`src/rtl/uart_pkg.sv`:
```
// rtl/uart_pkg.sv - shared state type, parity codes, divisor helper and FIFO depth for the UART receiver
`timescale 1ns/1ps
package uart_pkg;

  typedef enum logic [2:0] {
    ST_IDLE,
    ST_START,
    ST_DATA,
    ST_PARITY,
    ST_STOP
  } uart_state_t;

  localparam int PARITY_NONE = 0;
  localparam int PARITY_ODD  = 1;
  localparam int PARITY_EVEN = 2;

  localparam int FIFO_DEPTH = 4;

  // Clocks per oversample tick; clamped so a tiny ratio still yields a running tick.
  function automatic int baud_div(input int clk_freq, input int baudrate, input int oversample);
    int div;
    div = clk_freq / (baudrate * oversample);
    return (div < 1) ? 1 : div;
  endfunction

endpackage

```
`src/rtl/uart_baud_gen.sv`:
```
// rtl/uart_baud_gen.sv - oversample tick generator with restart
// Ports:
//   clk, rst_n : clock, asynchronous active-low reset
//   restart    : zero the divider so the next tick lands DIV clocks later
//   tick       : one-cycle pulse every DIV clocks
`timescale 1ns/1ps
module uart_baud_gen #(
  parameter int DIV = 54
) (
  input  logic clk,
  input  logic rst_n,
  input  logic restart,
  output logic tick
);

  localparam int CW = (DIV > 1) ? $clog2(DIV) : 1;

  logic [CW-1:0] cnt_q, cnt_d;

  always_comb begin
    cnt_d = cnt_q;
    tick  = 1'b0;
    if (restart) begin
      cnt_d = '0;
    end else if (cnt_q == CW'(DIV - 1)) begin
      cnt_d = '0;
      tick  = 1'b1;
    end else begin
      cnt_d = cnt_q + CW'(1);
    end
  end

  always_ff @(posedge clk or negedge rst_n) begin
    if (!rst_n) begin
      cnt_q <= '0;
    end else begin
      cnt_q <= cnt_d;
    end
  end

endmodule

```
`src/rtl/uart_rx_cfg.sv`:
```
// rtl/uart_rx_cfg.sv - configurable UART receiver with valid/ready output storage
// Ports:
//   clk, rst_n    : clock, asynchronous active-low reset
//   data_rx       : asynchronous serial line, idle high
//   data_out      : received payload, LSB first on the line
//   data_valid    : data_out / parity_err / frame_err are valid
//   data_ready    : consumer accepts the presented word
//   data_out_done : one-cycle pulse per completed frame
//   parity_err    : parity mismatch of the presented word
//   frame_err     : a stop bit of the presented word was low
//   overrun_err   : one-cycle pulse when a completed frame is dropped
// Build option: UART_RX_FIFO_EN selects a 4-entry FIFO instead of a single holding register.
`timescale 1ns/1ps
module uart_rx_cfg
  import uart_pkg::*;
#(
  parameter int CLK_FREQ   = 100_000_000,
  parameter int BAUDRATE   = 115_200,
  parameter int DATA_BITS  = 8,
  parameter int PARITY     = 0,
  parameter int STOP_BITS  = 1,
  parameter int OVERSAMPLE = 16
) (
  input  logic                 clk,
  input  logic                 rst_n,
  input  logic                 data_rx,
  output logic [DATA_BITS-1:0] data_out,
  output logic                 data_valid,
  input  logic                 data_ready,
  output logic                 data_out_done,
  output logic                 parity_err,
  output logic                 frame_err,
  output logic                 overrun_err
);

  localparam int DIV   = baud_div(CLK_FREQ, BAUDRATE, OVERSAMPLE);
  localparam int ACW   = $clog2(DIV + 1);
  localparam int TCW   = (OVERSAMPLE > 1) ? $clog2(OVERSAMPLE) : 1;
  localparam int S_LO  = (7 * OVERSAMPLE) / 16;
  localparam int S_MID = OVERSAMPLE / 2;
  localparam int S_HI  = (9 * OVERSAMPLE) / 16;
  localparam int EW    = DATA_BITS + 2;

  logic                 sync1_q, sync1_d, sync2_q, sync2_d, rx_prev_q, rx_prev_d;
  logic [ACW-1:0]       arm_cnt_q, arm_cnt_d;
  logic                 armed_q, armed_d;
  uart_state_t          state_q, state_d;
  logic [TCW-1:0]       tick_cnt_q, tick_cnt_d;
  logic                 s_lo_q, s_lo_d, s_mid_q, s_mid_d;
  logic [3:0]           bit_cnt_q, bit_cnt_d;
  logic [DATA_BITS-1:0] shift_q, shift_d;
  logic                 perr_q, perr_d, ferr_q, ferr_d;
  logic                 done_q, done_d, overrun_q, overrun_d;

  logic          rx_s, tick, start_det, bit_evt, bit_val, ferr_now, exp_par;
  logic          push, frame_fail, pop, accept;
  logic [EW-1:0] push_word;

  assign rx_s      = sync2_q;
  assign start_det = (state_q == ST_IDLE) && armed_q && rx_prev_q && !rx_s;
  assign exp_par   = (PARITY == PARITY_ODD) ? ~^shift_q : ^shift_q;
  assign push_word = {shift_q, perr_q, ferr_now};

  uart_baud_gen #(.DIV(DIV)) u_baud (
    .clk     (clk),
    .rst_n   (rst_n),
    .restart (start_det),
    .tick    (tick)
  );

  always_comb begin
    sync1_d    = data_rx;
    sync2_d    = sync1_q;
    rx_prev_d  = sync2_q;
    arm_cnt_d  = arm_cnt_q;
    armed_d    = armed_q;
    state_d    = state_q;
    tick_cnt_d = tick_cnt_q;
    s_lo_d     = s_lo_q;
    s_mid_d    = s_mid_q;
    bit_cnt_d  = bit_cnt_q;
    shift_d    = shift_q;
    perr_d     = perr_q;
    ferr_d     = ferr_q;
    bit_evt    = 1'b0;
    bit_val    = 1'b0;
    ferr_now   = ferr_q;
    push       = 1'b0;
    frame_fail = 1'b0;

    // Arm once the line has stayed high for DIV consecutive clocks.
    if (!rx_s) begin
      arm_cnt_d = '0;
    end else if (arm_cnt_q != ACW'(DIV)) begin
      arm_cnt_d = arm_cnt_q + ACW'(1);
    end
    if (rx_s && (arm_cnt_q == ACW'(DIV - 1))) begin
      armed_d = 1'b1;
    end

    // Bit decision is a 2-of-3 vote; the third sample is the live line at S_HI.
    if ((state_q != ST_IDLE) && tick) begin
      tick_cnt_d = (tick_cnt_q == TCW'(OVERSAMPLE - 1)) ? '0 : tick_cnt_q + TCW'(1);
      if (tick_cnt_q == TCW'(S_LO))  s_lo_d  = rx_s;
      if (tick_cnt_q == TCW'(S_MID)) s_mid_d = rx_s;
      if (tick_cnt_q == TCW'(S_HI)) begin
        bit_evt = 1'b1;
        bit_val = (s_lo_q & s_mid_q) | (s_lo_q & rx_s) | (s_mid_q & rx_s);
      end
    end

    // State advances at each vote; the free-running tick count keeps later
    // votes centred in the following bits.
    case (state_q)
      ST_IDLE: begin
        if (start_det) begin
          state_d    = ST_START;
          tick_cnt_d = '0;
          perr_d     = 1'b0;
          ferr_d     = 1'b0;
        end
      end
      ST_START: begin
        if (bit_evt) begin
          state_d   = bit_val ? ST_IDLE : ST_DATA;
          bit_cnt_d = '0;
        end
      end
      ST_DATA: begin
        if (bit_evt) begin
          shift_d = {bit_val, shift_q[DATA_BITS-1:1]};
          if (bit_cnt_q == 4'(DATA_BITS - 1)) begin
            bit_cnt_d = '0;
            state_d   = (PARITY != PARITY_NONE) ? ST_PARITY : ST_STOP;
          end else begin
            bit_cnt_d = bit_cnt_q + 4'd1;
          end
        end
      end
      ST_PARITY: begin
        if (bit_evt) begin
          perr_d  = bit_val ^ exp_par;
          state_d = ST_STOP;
        end
      end
      ST_STOP: begin
        if (bit_evt) begin
          ferr_now = ferr_q | ~bit_val;
          ferr_d   = ferr_now;
          if (bit_cnt_q == 4'(STOP_BITS - 1)) begin
            push       = 1'b1;
            frame_fail = ferr_now;
            state_d    = ST_IDLE;
          end else begin
            bit_cnt_d = bit_cnt_q + 4'd1;
          end
        end
      end
      default: state_d = ST_IDLE;
    endcase

    // A framing error means we may be mid-stream; wait for a fresh idle tick.
    if (frame_fail) begin
      armed_d   = 1'b0;
      arm_cnt_d = '0;
    end
  end

  always_ff @(posedge clk or negedge rst_n) begin
    if (!rst_n) begin
      sync1_q    <= 1'b1;
      sync2_q    <= 1'b1;
      rx_prev_q  <= 1'b1;
      arm_cnt_q  <= '0;
      armed_q    <= 1'b0;
      state_q    <= ST_IDLE;
      tick_cnt_q <= '0;
      s_lo_q     <= 1'b0;
      s_mid_q    <= 1'b0;
      bit_cnt_q  <= '0;
      shift_q    <= '0;
      perr_q     <= 1'b0;
      ferr_q     <= 1'b0;
      done_q     <= 1'b0;
      overrun_q  <= 1'b0;
    end else begin
      sync1_q    <= sync1_d;
      sync2_q    <= sync2_d;
      rx_prev_q  <= rx_prev_d;
      arm_cnt_q  <= arm_cnt_d;
      armed_q    <= armed_d;
      state_q    <= state_d;
      tick_cnt_q <= tick_cnt_d;
      s_lo_q     <= s_lo_d;
      s_mid_q    <= s_mid_d;
      bit_cnt_q  <= bit_cnt_d;
      shift_q    <= shift_d;
      perr_q     <= perr_d;
      ferr_q     <= ferr_d;
      done_q     <= done_d;
      overrun_q  <= overrun_d;
    end
  end

  assign data_out_done = done_q;
  assign overrun_err   = overrun_q;

`ifdef UART_RX_FIFO_EN
  // Pointers wrap naturally because FIFO_DEPTH is a power of two.
  localparam int PW = $clog2(FIFO_DEPTH);
  localparam int CW = $clog2(FIFO_DEPTH + 1);

  logic [EW-1:0] mem_q [FIFO_DEPTH];
  logic [EW-1:0] mem_d [FIFO_DEPTH];
  logic [PW-1:0] wr_q, wr_d, rd_q, rd_d;
  logic [CW-1:0] cnt_q, cnt_d;

  always_comb begin
    pop    = (cnt_q != '0) & data_ready;
    accept = push & ((cnt_q != CW'(FIFO_DEPTH)) | pop);
    mem_d  = mem_q;
    if (accept) mem_d[wr_q] = push_word;
    wr_d      = accept ? wr_q + PW'(1) : wr_q;
    rd_d      = pop ? rd_q + PW'(1) : rd_q;
    cnt_d     = cnt_q + CW'(accept) - CW'(pop);
    done_d    = push;
    overrun_d = push & ~accept;
  end

  always_ff @(posedge clk or negedge rst_n) begin
    if (!rst_n) begin
      for (int i = 0; i < FIFO_DEPTH; i++) mem_q[i] <= '0;
      wr_q  <= '0;
      rd_q  <= '0;
      cnt_q <= '0;
    end else begin
      mem_q <= mem_d;
      wr_q  <= wr_d;
      rd_q  <= rd_d;
      cnt_q <= cnt_d;
    end
  end

  assign data_valid = (cnt_q != '0);
  assign {data_out, parity_err, frame_err} = mem_q[rd_q];
`else
  logic [EW-1:0] hold_q, hold_d;
  logic          full_q, full_d;

  // A same-cycle transfer frees the register before the new frame lands.
  always_comb begin
    pop    = full_q & data_ready;
    accept = push & (~full_q | pop);
    hold_d = accept ? push_word : hold_q;
    full_d = full_q;
    if (accept) begin
      full_d = 1'b1;
    end else if (pop) begin
      full_d = 1'b0;
    end
    done_d    = push;
    overrun_d = push & ~accept;
  end

  always_ff @(posedge clk or negedge rst_n) begin
    if (!rst_n) begin
      hold_q <= '0;
      full_q <= 1'b0;
    end else begin
      hold_q <= hold_d;
      full_q <= full_d;
    end
  end

  assign data_valid = full_q;
  assign {data_out, parity_err, frame_err} = hold_q;
`endif

endmodule

```
`config.mk`:
```
export PLATFORM = sky130hd
export DESIGN_NAME = uart_rx_cfg
export DESIGN_NICKNAME = d
export VERILOG_FILES = /design/src/rtl/uart_pkg.sv /design/src/rtl/uart_baud_gen.sv /design/src/rtl/uart_rx_cfg.sv
export SDC_FILE = /design/constraint.sdc
export NUM_CORES = 1
export LEC_CHECK = 0
export BUFFER_PORTS_ARGS = -buffer_cell sky130_fd_sc_hd__buf_2
export CORE_AREA = 2 2 70 72
export DETAILED_ROUTE_END_ITERATION = 16
export DIE_AREA = 0 0 72 74
export PLACE_DENSITY = 0.89
export SLEW_MARGIN = 5
export SYNTH_ARGS = -nofsm -noshare
export SYNTH_HDL_FRONTEND = slang
export SYNTH_HIERARCHICAL = 1
export SYNTH_SLANG_ARGS = --single-unit
```
`constraint.sdc`:
```
create_clock -name clk -period 4.6 [get_ports clk]
set_input_delay 0 -clock clk [delete_from_list [all_inputs] [get_ports clk]]
set_output_delay 0 -clock clk [all_outputs]
set_load 0.03 [all_outputs]
```
Word level (Yosys, flattened, before mapping)
Index checks and enable logic that the tools add are counted.

storage, ports and cells
  register bits = 52
  input bits = 4
  logic and storage cells = 125

cells by class
  add/subtract/negate cells = 4
  reduce and logical (&&, ||, !) cells = 22
  mux-type cells = 46
  equality and inequality tests = 21
  bitwise operators = 14

operators by type and width
  cell                   number
  $mux W4                9
  $mux W6                5
  $mux W3                7
  $mux W1                20
  $ne A2 B2 Y1 const B   8
  $pmux W3 S5            1
  $add A6 B1 Y6 const B  2
  $eq A4 B4 Y1 const B   3
  $eq A6 B6 Y1 const B   2
  $pmux W4 S3            1
  $add A4 B1 Y4 const B  2
  $eq A4 B3 Y1 const B   2
  $reduce_and A2 Y1      4
  $reduce_bool A2 Y1     4
  $reduce_xor A8 Y1      1
  $reduce_and A7 Y1      1
  $and A1 B1 Y1          6
  $eq A3 B2 Y1 const B   2
  $ne A6 B6 Y1 const B   1
  $reduce_bool A3 Y1     2
  $logic_and A1 B1 Y1    5
  $reduce_and A5 Y1      1
  $logic_not A4 Y1       1
  $or A1 B1 Y1           4
  other kinds (10)       13

Logic depth before layout (Yosys ltp)
  word-level depth = 13
  gate-level depth with buffers = 9
  depth with buffers taken out = 8

Hierarchy
The synthesis kept the hierarchy.

by module, submodules not included
  module         instances  area each (um2)  cells an instance  seq. area each (um2)
  uart_rx_cfg    1          2343.5           198                1154.9
  uart_baud_gen  1          292.8            27                 150.1

Worst setup path after synthesis
Ideal clock, no wire load.

  path kind = register to register
  from = reg state_q[1]
  to = reg hold_q[0]
  library setup time = 0.125 ns
  data arrival time = 2.313 ns
  buffers on the path = 2
  cell stages (with the launch flop) = 10
  path slack = 2.162 ns
  cell sequence = dfrtp_1 -> or3_1 -> buf_6 -> nor3_4 -> and3b_1 -> and3b_2 -> nand3_4 -> nor3b_2 -> buf_6 -> mux2_4

on the way
  longest elaborated chain between the ends = 11
  elaborated cells between the ends (all ways) = 17

RTL lines
  element                             RTL line             source
  from (decl)                         uart_rx_cfg.sv:47    uart_state_t state_q, state_d;
  from (signal assigned)              uart_rx_cfg.sv:192   state_q <= state_d;
  $logic_not A3 Y1 *                  uart_rx_cfg.sv:60    assign start_det = (state_q == ST_IDLE) && armed_q && rx_prev_q && !rx_s;
  $logic_and A1 B1 Y1 * (3 in a row)  uart_rx_cfg.sv:60
  net start_det                       uart_rx_cfg.sv:55    logic rx_s, tick, start_det, bit_evt, bit_val, ferr_now, exp_par;
  $mux W1 *                           uart_baud_gen.sv:23  if (restart) begin
  net tick                            uart_rx_cfg.sv:55
  $logic_and A1 B1 Y1 *               uart_rx_cfg.sv:102   if ((state_q != ST_IDLE) && tick) begin
  $mux W1                             uart_rx_cfg.sv:102
  $not A1 Y1                          uart_rx_cfg.sv:148   ferr_now = ferr_q | ~bit_val;
  $or A1 B1 Y1                        uart_rx_cfg.sv:148
  $mux W1                             -
  $mux W1                             uart_rx_cfg.sv:114   case (state_q)
  to (signal assigned)                uart_rx_cfg.sv:270   hold_q <= hold_d;
  to (decl)                           uart_rx_cfg.sv:247   logic [EW-1:0] hold_q, hold_d;

The timed path passes the listed nets; every way through them passes the cells marked *.
A chain may end at the register's enable or synchronous reset.

Worst setup path after layout
  from = reg state_q[1]
  to = reg hold_q[8]

on the way
  longest elaborated chain between the ends = 10
  elaborated cells between the ends (all ways) = 12

RTL lines
  element                           RTL line             source
  $logic_not A3 Y1                  uart_rx_cfg.sv:60
  $logic_and A1 B1 Y1 (3 in a row)  uart_rx_cfg.sv:60
  net start_det                     uart_rx_cfg.sv:55
  $mux W1                           uart_baud_gen.sv:23
  net tick                          uart_rx_cfg.sv:55
  $logic_and A1 B1 Y1               uart_rx_cfg.sv:102
  $mux W1                           uart_rx_cfg.sv:102
  $mux W1                           uart_rx_cfg.sv:147   if (bit_evt) begin
  $mux W1                           uart_rx_cfg.sv:114
  $and A1 B1 Y1                     uart_rx_cfg.sv:253   accept = push & (~full_q | pop);

The timed path passes the listed nets, and every way through them passes these cells.

==> results.toml <==
[outcome]
status = "complete, but fails checks"
violations = "negative hold slack"

[global_route]
grt_max_degree = 53
grt_pass1_wl_mm = 7.596
gr-total-overflow = 0
antenna_found_initial = 0
track_usage_pct = 18.87
grt_pass1_vias = 1649

[logic_synthesis]
yosysTopAreaCell = "dfrtp_1"
synth_top_cell_area_share_pct = 46.51
async_flop_share_pct = 100.0
ys_ff_latch = 52
syn-num-nets = 239
synth_ff_type = "dfrtp_1"
syn_inst = 225
synthTopCellsByArea = "dfrtp_1 (47%), mux2_4 (5.7%), ha_1 (4.7%)"
yosysWarnings = 6
synth-seq-area-share_pct = 49.50
postSynthAreaPerCell_um2 = 11.72
synth_area_um2 = 2636
synth_edf_count = 0
ys_types = 55

[timing]
skew_ns = 0.01874
fin_crit_sh_pct = 70.72
setup_viol = 0
relSlewSlack_pct = 26.55
rsz0062_at_grt = "no"
fmaxAchievable_mhz = 307.4
finalMaxSlewViolations = 0
finalHoldViolCount = 1
fin_ws_ns = 1.347
hold_ws_ns = -0.004148
final.setup.tns_ns = 0
worst_pin_slew_ns = 1.102
period_minus_slack_ns = 3.253

[worst_setup_path]
worst_path_largest_cell_delay_ns = 0.92
worstSetupEndpointType = "flip-flop"
cp_max_fo = 14
critPathRequiredTime_ns = 4.80
startpoint_type = "flip-flop"
critical_path_buf_inv_count = 0
r2r-start = "state_q[1]"
critical_path_class = "reg2reg"
path_cells = "or3_1, nor3_4, and3b_1, and3b_2, nand3_4, nor3b_2, mux2_4"
ff2ff_setup_slack_ns = 1.35
r2r-end = "hold_q[8]"
crit_arrival_ns = 3.45
crit_family = "simple AND/OR/NAND/NOR gates"
cpMaxStageDelayCell = "nor3b_2"
worst-r2r-cell-count = 7

[min_path]
hold_start = "data_ready"
worstHoldEndpoint = "overrun_err"
min_path_cells = 3
hp-class = "in2reg"

[floorplanning]
start_util_pct = 57.33
die_x_um = 72
dieArea_um2 = 5328
core_um2 = 4598
core.rowCount = 25
die_h_um = 74
ios = 17

[clocking]
cts_buffers = 5
cts_max_level = 2
insertion_delay_ns = 0.32
clk_pin_slew_ns = 0.11
cts_root_buffer = "clkbuf_8"
cts_tree = "built"
cts_buffer_depth = 2
postCtsSetupRepairBufs = 0
clock_sinks = 52

[detailed_routing]
drc = 0
avgViaCountPerCell = 5.683
highest_layer = "met4"
routed-wl-met3_um = 189
m1WireLength_mm = 2.063
dr.pass1.iters = 4
met2_length_mm = 2.214
postRouteWirelength_mm = 4.524
drt_iter0_drc = 145
vias = 1705
drt-wirelength-per-cell_um = 15.08
ant_nets = 0

[cells_and_area]
register_area_um2 = 1305
multi_input_area_um2 = 1260
fin_util_pct = 62.15
final_common_cell = "dfrtp_1"
antenna_cells = 0
area_growth_pct = 8.401
fin_nets = 259
drive_above_1_share_pct = 24.80
fillCellCount = 360
final_area_um2 = 2858
final_cell_mix = "dfrtp_1 (49), nor2_1 (18), buf_2 (16), nand2_1 (15), mux2_2 (11)"

[power]
p_total_mw = 0.7519
peakVddDrop_uv = 308.0
p_per_area_nw_per_um2 = 263.1
p_leak_nw = 1.361

[place]
post-place-ws_ns = 1.404
dpl_cell_area_um2 = 2746
numPortBuffers = 16
place_congestion = 0.8946
dp.final_hpwl_mm = 3.314

[run]
max_cap_viol_count = 0
## worst register-to-register path, stage by stage, from the launching register on
cell and delay (ns):
dfrtp_1 0.59, or3_1 0.38, nor3_4 0.13, and3b_1 0.33, and3b_2 0.28, nand3_4 0.14
nor3b_2 0.92, mux2_4 0.36
## cell families after synthesis
kind of cell,Yosys count,synth area share [%]
xor gates and xnor gates,14,5.173
AOI/OAI and AO/OA,32,8.638
adders and majority gates,11,5.126
muxes,22,10.77
buffers and inverters,14,2.705
and+or+nand+nor,80,18.08
DFF,52,49.50
## state kept, by name (all words and copies together), names as in the netlist, 3 cells and up
| signal | cells |
|---|---|
| state_q | 3 |
| shift_q | 8 |
| tick_cnt_q | 4 |
| hold_q | 10 |
| bit_cnt_q | 4 |
| arm_cnt_q | 6 |
| u_baud/cnt_q | 6 |
## metal layers
metal | global-route usage (%) | vias to the layer above
li1 | - | 828
met5 | 0 | -
met1 | 24.64 | 839
met3 | 6.098 | 7
met2 | 30.45 | 31
met4 | 5.870 | 0
## area by class of cell
cell class / count / area share [%]
Sequential cell: 52 / 45.67
Multi-Input combinational cell: 159 / 44.09
Timing Repair Buffer: 18 / 3.503
Clock buffer: 5 / 2.408
Tap cell: 54 / 2.364
Inverter: 9 / 1.182
Clock inverter: 3 / 0.7881
## how the worst max path moves through the flow
| stage | cells after the start | from | slack (ns) | endpoint |
|---|---|---|---|---|
| final | 7 | state_q[1] | 1.35 | hold_q[8] |
| after detailed placement | 7 | state_q[1] | 1.40 | hold_q[6] |
| after global placement | 7 | state_q[1] | 1.53 | hold_q[6] |
| after CTS | 7 | state_q[1] | 1.37 | hold_q[8] |
| after global routing | 7 | state_q[1] | 1.20 | hold_q[8] |
| after floorplan | 9 | state_q[1] | 2.16 | hold_q[0] |
## cells in the mapped netlist (all sizes together) (2+ instances only)
| master | count |
|---|---|
| dfrtp | 49 |
| a31oi | 2 |
| o21ai | 7 |
| nor2b | 3 |
| xnor2 | 9 |
| and3 | 2 |
| and2b | 2 |
| or3 | 3 |
| nand3 | 12 |
| a21o | 2 |
| nand2 | 15 |
| nor3b | 2 |
| and2 | 3 |
| nand2b | 4 |
| buf | 5 |
| and4b | 2 |
| and3b | 3 |
| o31ai | 3 |
| xor2 | 4 |
| dfstp | 3 |
| mux2 | 21 |
| inv | 9 |
| or3b | 2 |
| ha | 10 |
| a21oi | 9 |
| nor3 | 3 |
| a211oi | 3 |
| nor2 | 18 |
## stage by stage
| stage | hold slack [ns] | instances |
|---|---|---|
| CTS | 0.002749 | 300 |
| global route | 0.01964 | 300 |
| global placement | 0.1054 | 290 |
| finish | -0.004148 | 300 |
| detailed placement | 0.1062 | 290 |
| floorplan | -0.2956 | 225 |
## power by group
group	internal, mW	leakage (nW)	switching, mW
combinational	0.00532	0.613	0.0118
sequential	0.461	0.699	0.00447
clock	0.109	0.0485	0.160
total	0.576	1.36	0.176
## repair_timing
action	CTS	global route
hold buffers	2	0
resized for setup	0	0
hold endpoints to repair	50	0
No activity file was read; power rests on OpenSTA's default activity.
